[config.mk]
export PLATFORM = sky130hd
export DESIGN_NAME = id_decode_stage
export DESIGN_NICKNAME = d
export VERILOG_FILES = /design/src/rtl/id_decode_stage.sv
export SDC_FILE = /design/constraint.sdc
export NUM_CORES = 1
export LEC_CHECK = 0
export BUFFER_PORTS_ARGS = -buffer_cell sky130_fd_sc_hd__buf_4
export CORE_MARGIN = 2
export CORE_UTILIZATION = 45
export DETAILED_ROUTE_END_ITERATION = 8
export PLACE_DENSITY_LB_ADDON = 0.3
export REMOVE_ABC_BUFFERS = 1
export SETUP_SLACK_MARGIN = 0.1
export SYNTH_ARGS = -nofsm -noshare
export SYNTH_HDL_FRONTEND = slang
export SYNTH_SLANG_ARGS = --single-unit
[constraint.sdc]
create_clock -name clk -period 1.7 [get_ports clk]
set_input_delay 0.17 -clock clk [delete_from_list [all_inputs] [get_ports clk]]
set_output_delay 0.17 -clock clk [all_outputs]
set_load 0.05 [all_outputs]
[src/rtl/id_decode_stage.sv]
// Instruction-decode pipeline stage: decodes a 16-bit instruction into a registered
// bundle for the execute stage, with load-use bubble insertion, stall hold and flush.
module id_decode_stage #(
  parameter int DATA_W = 16,
  parameter int REG_AW = 3
) (
  input  logic              clk,
  input  logic              rst,
  input  logic              in_valid,
  input  logic [DATA_W-1:0] instr,
  input  logic [DATA_W-1:0] in_pc,
  input  logic              stall_in,
  input  logic              flush,
  output logic              in_ready,
  output logic              out_valid,
  output logic [3:0]        opcode,
  output logic [6:0]        alu_control,
  output logic [REG_AW-1:0] rs1,
  output logic [REG_AW-1:0] rs2,
  output logic [REG_AW-1:0] rd,
  output logic [DATA_W-1:0] imm,
  output logic [DATA_W-1:0] pc_out,
  output logic              wb,
  output logic              mem_rd,
  output logic              mem_wr,
  output logic              is_branch,
  output logic              is_jump,
  output logic              carry_we,
  output logic              zero_we,
  output logic              illegal
);

  logic [3:0]        op;
  logic [REG_AW-1:0] f_ra, f_rb, f_rc;
  logic [DATA_W-1:0] sext6, sext9, zext9;

  assign op    = instr[15:12];
  assign f_ra  = instr[11:9];
  assign f_rb  = instr[8:6];
  assign f_rc  = instr[5:3];
  assign sext6 = {{(DATA_W-6){instr[5]}}, instr[5:0]};
  assign sext9 = {{(DATA_W-9){instr[8]}}, instr[8:0]};
  assign zext9 = {{(DATA_W-9){1'b0}}, instr[8:0]};

  logic [6:0]        d_alu;
  logic [REG_AW-1:0] d_rs1, d_rs2, d_rd;
  logic [DATA_W-1:0] d_imm;
  logic              d_use1, d_use2;
  logic              d_wb, d_mem_rd, d_mem_wr, d_branch, d_jump, d_cwe, d_zwe, d_ill;

  always_comb begin
    d_alu    = {op, 3'b000};
    d_rs1    = '0;
    d_rs2    = '0;
    d_rd     = '0;
    d_imm    = '0;
    d_use1   = 1'b0;
    d_use2   = 1'b0;
    d_wb     = 1'b0;
    d_mem_rd = 1'b0;
    d_mem_wr = 1'b0;
    d_branch = 1'b0;
    d_jump   = 1'b0;
    d_cwe    = 1'b0;
    d_zwe    = 1'b0;
    d_ill    = 1'b0;
    case (op)
      4'b0000: begin
        d_alu = {op, instr[2:0]};
        d_rs1 = f_ra; d_rs2 = f_rb; d_rd = f_rc;
        d_use1 = 1'b1; d_use2 = 1'b1;
        d_wb = 1'b1; d_cwe = 1'b1; d_zwe = 1'b1;
      end
      4'b0010: begin
        d_alu = {op, instr[2:0]};
        d_rs1 = f_ra; d_rs2 = f_rb; d_rd = f_rc;
        d_use1 = 1'b1; d_use2 = 1'b1;
        d_wb = 1'b1; d_zwe = 1'b1;
      end
      4'b0001: begin
        d_rs1 = f_ra; d_rd = f_rb; d_imm = sext6;
        d_use1 = 1'b1;
        d_wb = 1'b1; d_cwe = 1'b1; d_zwe = 1'b1;
      end
      4'b0011: begin
        d_rd = f_ra; d_imm = zext9;
        d_wb = 1'b1;
      end
      4'b0100: begin
        d_rs1 = f_rb; d_rd = f_ra; d_imm = sext6;
        d_use1 = 1'b1;
        d_wb = 1'b1; d_mem_rd = 1'b1;
      end
      4'b0101: begin
        d_rs1 = f_rb; d_rs2 = f_ra; d_imm = sext6;
        d_use1 = 1'b1; d_use2 = 1'b1;
        d_mem_wr = 1'b1;
      end
      4'b1000, 4'b1001, 4'b1010: begin
        d_rs1 = f_ra; d_rs2 = f_rb; d_imm = sext6;
        d_use1 = 1'b1; d_use2 = 1'b1;
        d_branch = 1'b1;
      end
      4'b1011: begin
        d_rd = f_ra; d_imm = sext9;
        d_wb = 1'b1; d_jump = 1'b1;
      end
      4'b1101: begin
        d_rs1 = f_ra; d_imm = sext9;
        d_use1 = 1'b1;
        d_jump = 1'b1;
      end
      default: begin
        d_alu = '0;
        d_ill = 1'b1;
      end
    endcase
  end

  // Only a load still sitting in the output register can create a load-use hazard.
  logic hz;
  assign hz = out_valid & mem_rd & in_valid &
              ((d_use1 & (rd == d_rs1)) | (d_use2 & (rd == d_rs2)));

  assign in_ready = in_valid & ~rst & ~flush & ~stall_in & ~hz;

  always_ff @(posedge clk) begin
    if (rst) begin
      out_valid   <= 1'b0;
      opcode      <= '0;
      alu_control <= '0;
      rs1         <= '0;
      rs2         <= '0;
      rd          <= '0;
      imm         <= '0;
      pc_out      <= '0;
      wb          <= 1'b0;
      mem_rd      <= 1'b0;
      mem_wr      <= 1'b0;
      is_branch   <= 1'b0;
      is_jump     <= 1'b0;
      carry_we    <= 1'b0;
      zero_we     <= 1'b0;
      illegal     <= 1'b0;
    end else if (stall_in && !flush) begin
      illegal <= 1'b0;
    end else if (flush || hz || !in_valid) begin
      // Bubble: data fields keep their last value, controls are cleared.
      out_valid <= 1'b0;
      wb        <= 1'b0;
      mem_rd    <= 1'b0;
      mem_wr    <= 1'b0;
      is_branch <= 1'b0;
      is_jump   <= 1'b0;
      carry_we  <= 1'b0;
      zero_we   <= 1'b0;
      illegal   <= 1'b0;
    end else begin
      out_valid   <= ~d_ill;
      opcode      <= op;
      alu_control <= d_alu;
      rs1         <= d_rs1;
      rs2         <= d_rs2;
      rd          <= d_rd;
      imm         <= d_imm;
      pc_out      <= in_pc;
      wb          <= d_wb;
      mem_rd      <= d_mem_rd;
      mem_wr      <= d_mem_wr;
      is_branch   <= d_branch;
      is_jump     <= d_jump;
      carry_we    <= d_cwe;
      zero_we     <= d_zwe;
      illegal     <= d_ill;
    end
  end

endmodule
Yosys cells after proc, flatten, opt, wreduce, memory -nomap -nowiden
Cells that the tools add are included.
{ "totals": {"ff_bits": 61, "wordCells": 90, "out_inout_bits": 62, "inputBits": 37} }
{ "classes": {"n_bitwise": 16, "n_eq_ne": 12, "n_mux": 23, "n_reduce_logical": 23} }
{ "ops": {"columns": ["cell", "count"], "rows": [
  ["16-bit case mux with 3 select lines", 1],
  ["4-bit equality test (second input constant)", 5],
  ["1-bit two-way mux", 18],
  ["6-bit OR reduction", 3],
  ["9-bit OR reduction", 2],
  ["7-bit case mux with 2 select lines", 1],
  ["3-bit case mux with 2 select lines", 2],
  ["3-bit OR reduction", 4],
  ["11-bit OR reduction", 1],
  ["1-bit AND", 9],
  ["3-bit case mux with 3 select lines", 1],
  ["4-bit by 2-bit equality test with 1-bit output (second input constant)", 2],
  ["4-bit by 3-bit equality test with 1-bit output (second input constant)", 2],
  ["2-bit OR reduction", 4],
  ["7-bit OR reduction", 1],
  ["3-bit equality test", 2],
  ["1-bit inverter", 6],
  ["5-bit OR reduction", 1],
  ["4-bit by 1-bit equality test with 1-bit output (second input constant)", 1],
  ["4-bit zero test", 1],
  ["1-bit zero test", 2],
  ["1-bit logical OR", 2],
  ["2-bit AND reduction", 1],
  ["1-bit logical AND", 1],
  ["1-bit bitwise OR", 1]
]} }

Longest topological paths before layout
Gate-level depths: netlist of run 1.
{ "logic_depth": {"depth_word": 11, "ltp_mapped": 9, "mapped_depth_nobuf": 6} }

Least setup slack after synthesis of run 1
OpenSTA, ideal clock, no wires.
{ "synth_path": {"path_type": "in2out", "from": "input instr[12]", "to": "output in_ready", "n_path_buf": 3, "stages": 9, "t_arrival_ns": 2.215, "required_time_ns": 1.530, "slack_ns": -0.685, "cell_sequence": "buf_4 > or3b_1 > o221ai_2 > xor2_1 > nor4_1 > a311o_1 > buf_6 > buf_6 > nor2_1"} }
{ "synth_between": {"elab_chain_cells": 9, "word_cells_on_any_way": 26, "classes_between": "10 x eq/ne; 4 x mux; 6 x bitwise; 6 x reduce/logical"} }
{ "synth_rtl": {"columns": ["item", "line_no", "source"], "rows": [
  ["start, declared", "10", "input logic [DATA_W-1:0] instr,"],
  ["4-bit equality test (tied with other cells)", "67", "case (op)"],
  ["7-bit OR reduction (no source line) (tied with other cells)", null, null],
  ["3-bit case mux with 2 select lines", "67", null],
  ["3-bit equality test", "123", "((d_use1 & (rd == d_rs1)) | (d_use2 & (rd == d_rs2)));"],
  ["1-bit AND", "123", null],
  ["1-bit bitwise OR (*)", "123", null],
  ["1-bit AND (*)", "122", "assign hz = out_valid & mem_rd & in_valid &"],
  ["1-bit inverter (*)", "125", "assign in_ready = in_valid & ~rst & ~flush & ~stall_in & ~hz;"],
  ["1-bit AND (*)", "125", null],
  ["end, declared", "14", "output logic in_ready,"]
]} }
Mark *: on every way between the ends. The rest lies on a longest branch, timed or not.

Worst setup path after layout of run 1
{ "layout_path": {"from": "input instr[15]", "to": "output in_ready"} }
Same word-level chain as after synthesis.

==> results of run 1 <==
## worst max-delay path, stage by stage
cell and delay [ns]:
buf_12 0.12, nor3b_4 0.33, a22oi_2 0.17, xor2_2 0.20, a311o_1 0.39, buf_6 0.14
nor2_4 0.08, buf_8 0.15
## cell families (layout without fill, tap and decap cells)
group	after synthesis	after routing	synth area share, %
xor gates and xnor gates	6	6	1.89
DFF	55	55	39.6
buffers and inverters	33	175	6.94
AOI/OAI and AO/OA	43	43	12.0
and+or+nand+nor	131	131	22.3
muxes	47	47	17.3
## layout make-up
class                      instances  area [um2]  share of cell area [%]
multi-input combinational        227        1670                    37.8
timing repair buffer             163        1450                    32.8
sequential                        55        1100                    25.0
tap                               75        93.8                    2.12
clock buffer                       6        72.6                    1.64
inverter                           4        15.0                   0.339
clock inverter                     2        12.5                   0.283
## state kept, by name, summed over array words and instances (netlist names), 3 cells and up
| signal | count |
|---|---|
| pc_out | 16 |
| imm | 10 |
| alu_control | 7 |
| opcode | 4 |
| rd | 3 |
| rs1 | 3 |
| rs2 | 3 |
## per-stage QoR
| stage | util (%) | area [um2] | instances | hold WS (ns) | setup TNS [ns] |
|---|---|---|---|---|---|
| 2_1_floorplan | - | 2600 | 286 | 0.240 | -69.01 |
| 3_3_place_gp | 64.8 | 3860 | 508 | 0.429 | -23.41 |
| 3_5_place_dp | 64.8 | 3860 | 508 | 0.434 | -23.06 |
| 4_1_cts | 70.7 | 4210 | 525 | 0.0984 | -2.69 |
| 5_1_grt | 74.3 | 4430 | 532 | 0.0919 | -7.46 |
| 6_report | 74.3 | 4430 | 532 | 0.0983 | -3.14 |
## Yosys cell counts (all sizes together) (7+ instances only)
cell	number
nor2b	9
nand2b	7
clkbuf	12
mux2	7
nand2	82
mux2i	40
nor2	8
a21oi	11
buf	17
dfxtp	55
## layer usage
| metal | GRT usage (%) | share of wire, % | vias up | routed length, um |
|---|---|---|---|---|
| met3 | 4.67 | 7.4 | 8 | 596 |
| li1 | - | - | 1364 | - |
| met4 | 7.21 | 1.3 | 0 | 106 |
| met1 | 26.5 | 42 | 1254 | 3350 |
| met5 | 0 | 0 | - | 0 |
| met2 | 42.8 | 49 | 94 | 3950 |
## worst max path at each step
stage               from  endpoint  depth (start not counted)
2_1_floorplan      rd[2]    rs1[2]                          4
3_3_place_gp   instr[14]  in_ready                          9
3_5_place_dp   instr[14]        wb                          9
4_1_cts        instr[15]  in_ready                          9
5_1_grt        instr[15]  in_ready                          8
6_report       instr[15]  in_ready                          8
## repair_timing
action / CTS / global route
hold buffers: 0 / 0
endpoints found under the setup margin: 56 / 56
pin swaps: 15 / 10
buffers inserted: 7 / 7
gates cloned: 2 / 2
gates resized for setup: 33 / 35
## power by group through the flow
stage | Combinational, mW | Sequential, mW | Clock [mW]
floorplan | 0.193 | 1.49 | 0
global placement | 0.607 | 1.37 | 0
detailed placement | 0.612 | 1.37 | 0
CTS | 0.675 | 1.34 | 0.735
global route | 0.775 | 1.34 | 0.792
finish | 0.729 | 1.34 | 0.729
==> flow_summary.yaml, run 1 <==
synthesis:
  synthArstFlopShare_pct: 0
  yosys_warnings: 0
  synth_area_leaders: "dfxtp_1 40%, mux2i_1 14%, nand2_1 11%, buf_4 2.4%, mux2_1 2.4%"
  syn-cell-area_mm2: 0.00278
  synth_edf_count: 0
  ys_ff_latch: 55
  synthCells: 315
  synth-main-ff-cell: "dfxtp_1"
  syn_area_per_cell_um2: 8.82
  yosysUniqueCellTypes: 44
  synth_top_cell_by_area: "dfxtp_1"
  synth_top_area_share_pct: 39.6
  ys_seq_area_share_pct: 39.6
worst_setup_path:
  reg2reg_slack_ns: -0.13
  cp-end-kind: "output port"
  worstPathMaxFanout: 8
  critPathKind: "in -> out"
  cp.required_ns: 1.53
  r2r_cells: 7
  critPathLaunchType: "input port"
  reg2reg_from: "rd[2]"
  timing.rr.end: "opcode[0]"
  arrival_ns: 1.75
drt:
  vias_per_cell: 5.11
  drtIter0Drc: 95
  first_pass_iters: 4
  route.detailed.drc: 0
  drtAntennaViolNets: 0
  vias: 2720
  wire_per_inst_um: 15.0
  wl_mm: 8.00
pwr:
  power_density_mw_per_mm2: 632
  p_clk_share_pct: 26.1
  switching_share_pct: 30.3
  p_sw_mw: 0.847
  power.total_mw: 2.80
  pwr-share-comb_pct: 26.1
  leakagePower_nw: 2.04
  intPower_mw: 1.95
  irDropWorstVdd_mv: 0.440
  p_seq_share_pct: 47.9
sta:
  slew_viol_final: 0
  setup_viol: 54
  timing_hold_violations_final: 0
  rsz0062_at_grt: "yes"
  min_period_ns: 1.92
  post-route-period-util_pct: 113
  fin_ws_ns: -0.225
  worstMarginPinSlew_ns: 0.423
  final.setup_skew_ns: 0.00989
  slew_headroom_pct: 71.8
  fmax_mhz: 520
layout:
  drive_above_1_share_pct: 46.0
  final_cell_mix: "140 x buf_4, 81 x nand2_1, 52 x dfxtp_1"
  final_common_cell: "buf_4"
  fillers: 453
  nets: 493
  diodes: 0
  syn2layout_area_growth_pct: 59.4
placed_design:
  place_congestion: 0.882
  numPortBuffers: 98
  preCtsSetupSlack_ns: -0.490
  hpwl_mm: 5.72
clocking:
  cts_root_buf: "clkbuf_8"
  cts.clk_slew.worst_paths_ns: 0.10
  cts_tree: "built"
  cts_inserted_buffers: 5
  clock_latency_ns: 0.32
  cts.sinks: 55
  clockBufferDepth: 2
  htree_levels: 2
global_routing:
  antenna_found_initial: 0
  grt_max_degree: 32
  grt_pass1_wl_mm: 12.0
  grt-ovfl-total: 0
  grt_usage_pct: 23.1
  grt_pass1_vias: 2633
job:
  drv_cap: 0
floorplanning:
  initial_core_util_pct: 46.6
  die_h_um: 82.6
  dieWidth_um: 82.6
  die_area_mm2: 0.00682
  coreArea_mm2: 0.00596
  pin_count: 99
  row_count: 28
hold_path:
  whs_path_depth: 3
  holdCritPathClass: "in -> reg"
  holdPathEnd: "pc_out[14]"
  hold_start: "in_pc[14]"
status:
  status: "finished, violations left"
  violations: "negative setup slack"
(Power assumes the default switching activity.)
==> run 2, diff against run 1 <==
--- a/config.mk
+++ b/config.mk
@@ -6,12 +6,12 @@
 export NUM_CORES = 1
 export LEC_CHECK = 0
 export BUFFER_PORTS_ARGS = -buffer_cell sky130_fd_sc_hd__buf_4
+export CORE_ASPECT_RATIO = 0.75
 export CORE_MARGIN = 2
 export CORE_UTILIZATION = 45
 export DETAILED_ROUTE_END_ITERATION = 8
 export PLACE_DENSITY_LB_ADDON = 0.3
 export REMOVE_ABC_BUFFERS = 1
-export SETUP_SLACK_MARGIN = 0.1
 export SYNTH_ARGS = -nofsm -noshare
 export SYNTH_HDL_FRONTEND = slang
 export SYNTH_SLANG_ARGS = --single-unit
==> run 2 against run 1 <==
  * Combinational power grew 3.3%
  * Die area hardly changed
  * Critical endpoint unchanged
  * Routed wire length up 19%
  * The flow still finishes with violations (negative setup slack)
  * Critical path type unchanged
==> flow_summary.yaml, run 2 (synthesis results as in run 1) <==
sta:
  whs_ns: 0.0986
  timing_hold_violations_final: 0
  setup_viol: 56
  slew_headroom_pct: 71.2
  final.setup_skew_ns: 0.00784
  rsz0062_at_grt: "yes"
  fin_ws_ns: -0.289
  post-route-period-util_pct: 117
  worstMarginPinSlew_ns: 0.431
  slew_viol_final: 0
  min_period_ns: 1.99
  fmax_mhz: 503
placed_design:
  numPortBuffers: 98
  place_inst: 509
  place_congestion: 0.880
  placed_area_mm2: 0.00381
  hpwl_mm: 5.73
  preCtsSetupSlack_ns: -0.501
status:
  status: "finished, violations left"
  violations: "negative setup slack"
clocking:
  hold_buffers: 0
  cts_inserted_buffers: 5
  clockBufferDepth: 2
  cts_root_buf: "clkbuf_8"
  clock_latency_ns: 0.31
  htree_levels: 2
  cts.clk_slew.worst_paths_ns: 0.11
  cts.sinks: 55
  cts_tree: "built"
pwr:
  leakagePower_nw: 2.05
  p_seq_share_pct: 44.8
  switching_share_pct: 29.5
  power.total_mw: 2.99
  power_density_mw_per_mm2: 670
  pwr-share-comb_pct: 25.2
  irDropWorstVdd_mv: 0.423
  p_clk_share_pct: 29.9
  intPower_mw: 2.11
  p_sw_mw: 0.881
drt:
  route.detailed.drc: 0
  wl_mm: 9.49
  drtAntennaViolNets: 0
  wire_per_inst_um: 17.6
  drtIter0Drc: 275
  vias_per_cell: 5.58
  vias: 3015
  first_pass_iters: 5
layout:
  nets: 498
  fin_area_mm2: 0.00446
  stdcell_count: 540
  fillers: 380
  syn2layout_area_growth_pct: 60.6
  drive_above_1_share_pct: 45.5
  largest_reg_flops: 16
  diodes: 0
  regMostFlops: "pc_out"
  final_cell_mix: "144 x buf_4, 82 x nand2_1, 52 x dfxtp_1"
  reg_top3: "pc_out (16), imm (10), alu_control (7)"
  final_common_cell: "buf_4"
worst_setup_path:
  critPathKind: "in -> out"
  reg2reg_slack_ns: -0.18
  worstPathMaxFanout: 5
  reg2reg_from: "rd[2]"
  r2r_cells: 8
  critPathLaunchType: "input port"
  cp.required_ns: 1.53
  cp-end-kind: "output port"
  arrival_ns: 1.82
  timing.rr.end: "opcode[0]"
floorplanning:
  row_count: 24
  die_h_um: 72.0
  pin_count: 99
  dieWidth_um: 94.7
  die_area_mm2: 0.00682
  initial_core_util_pct: 47.2
  coreArea_mm2: 0.00589
hold_path:
  hold_start: "in_pc[9]"
  whs_path_depth: 3
  holdCritPathClass: "in -> reg"
  holdPathEnd: "pc_out[9]"
global_routing:
  grt_pass1_wl_mm: 13.3
  antenna_found_initial: 0
  grt-ovfl-total: 0
  grt_pass1_vias: 2725
  grt_usage_pct: 25.0
  grt_max_degree: 33
job:
  drv_cap: 0
## run 2: cell types whose count changed in the layout (fill, tap and decap cells not counted), moves of 2 or more
cell     before  now
buf_6         6   12
buf_8         6    0
buf_4       140  144
mux2_1        0    4
mux2_4        6    2
o31ai_1       0    2
o31ai_4       2    0
## run 2: area by class of cell
type / count / area, um2 / share of cell area (%)
Clock buffer: 5 / 68.8 / 1.54
Sequential cell: 55 / 1100 / 24.8
Timing Repair Buffer: 168 / 1490 / 33.3
Tap cell: 78 / 97.6 / 2.19
Clock inverter: 3 / 46.3 / 1.04
Multi-Input combinational cell: 227 / 1640 / 36.8
Inverter: 4 / 15.0 / 0.337
## run 2: worst max path at each step
stage                     end  depth (start not counted)  startpoint
global route         in_ready                          9   instr[14]
detailed placement  pc_out[6]                          9   instr[14]
CTS                  in_ready                          7       rd[2]
global placement      imm[14]                          8   instr[15]
floorplan              rs1[2]                          4       rd[2]
finish               in_ready                          9   instr[12]
## run 2: per-stage QoR
stage	util (%)	TNS [ns]
2_1_floorplan	-	-69.01
3_3_place_gp	64.7	-21.09
3_5_place_dp	64.7	-23.86
4_1_cts	72.2	-1.06
5_1_grt	75.8	-9.52
6_report	75.8	-6.16
## run 2: critical path, stage by stage
cell and delay, ns:
clkbuf_16 0.14, or3b_1 0.38, o221ai_2 0.11, xor2_1 0.24, nor4_2 0.09, a311o_1 0.32, buf_6 0.14, nor2_4 0.07
buf_6 0.16
## run 2: power by group through the flow
stage                     Clock [mW]  Sequential [mW]  Combinational [mW]
after floorplan                    0             1.49               0.193
after CTS                      0.920             1.34               0.676
after global placement             0             1.37               0.591
final                          0.894             1.34               0.753
after detailed placement           0             1.37               0.602
after global routing           0.955             1.34               0.785
## run 2: per-layer routing
| layer | part of all wire, % | GRT usage [%] |
|---|---|---|
| met5 | 0 | 0 |
| met4 | 3.4 | 5.64 |
| met3 | 8.2 | 4.36 |
| met2 | 47 | 42.6 |
| met1 | 42 | 33.4 |
## run 2: what timing repair did
| item | in CTS | in global routing |
|---|---|---|
| setup buffers | 11 | 10 |
| setup endpoints to repair | 53 | 56 |
| cloned | 2 | 3 |
| gates resized for setup | 46 | 16 |
| pin swaps | 17 | 10 |
| hold endpoints to repair | 0 | 0 |
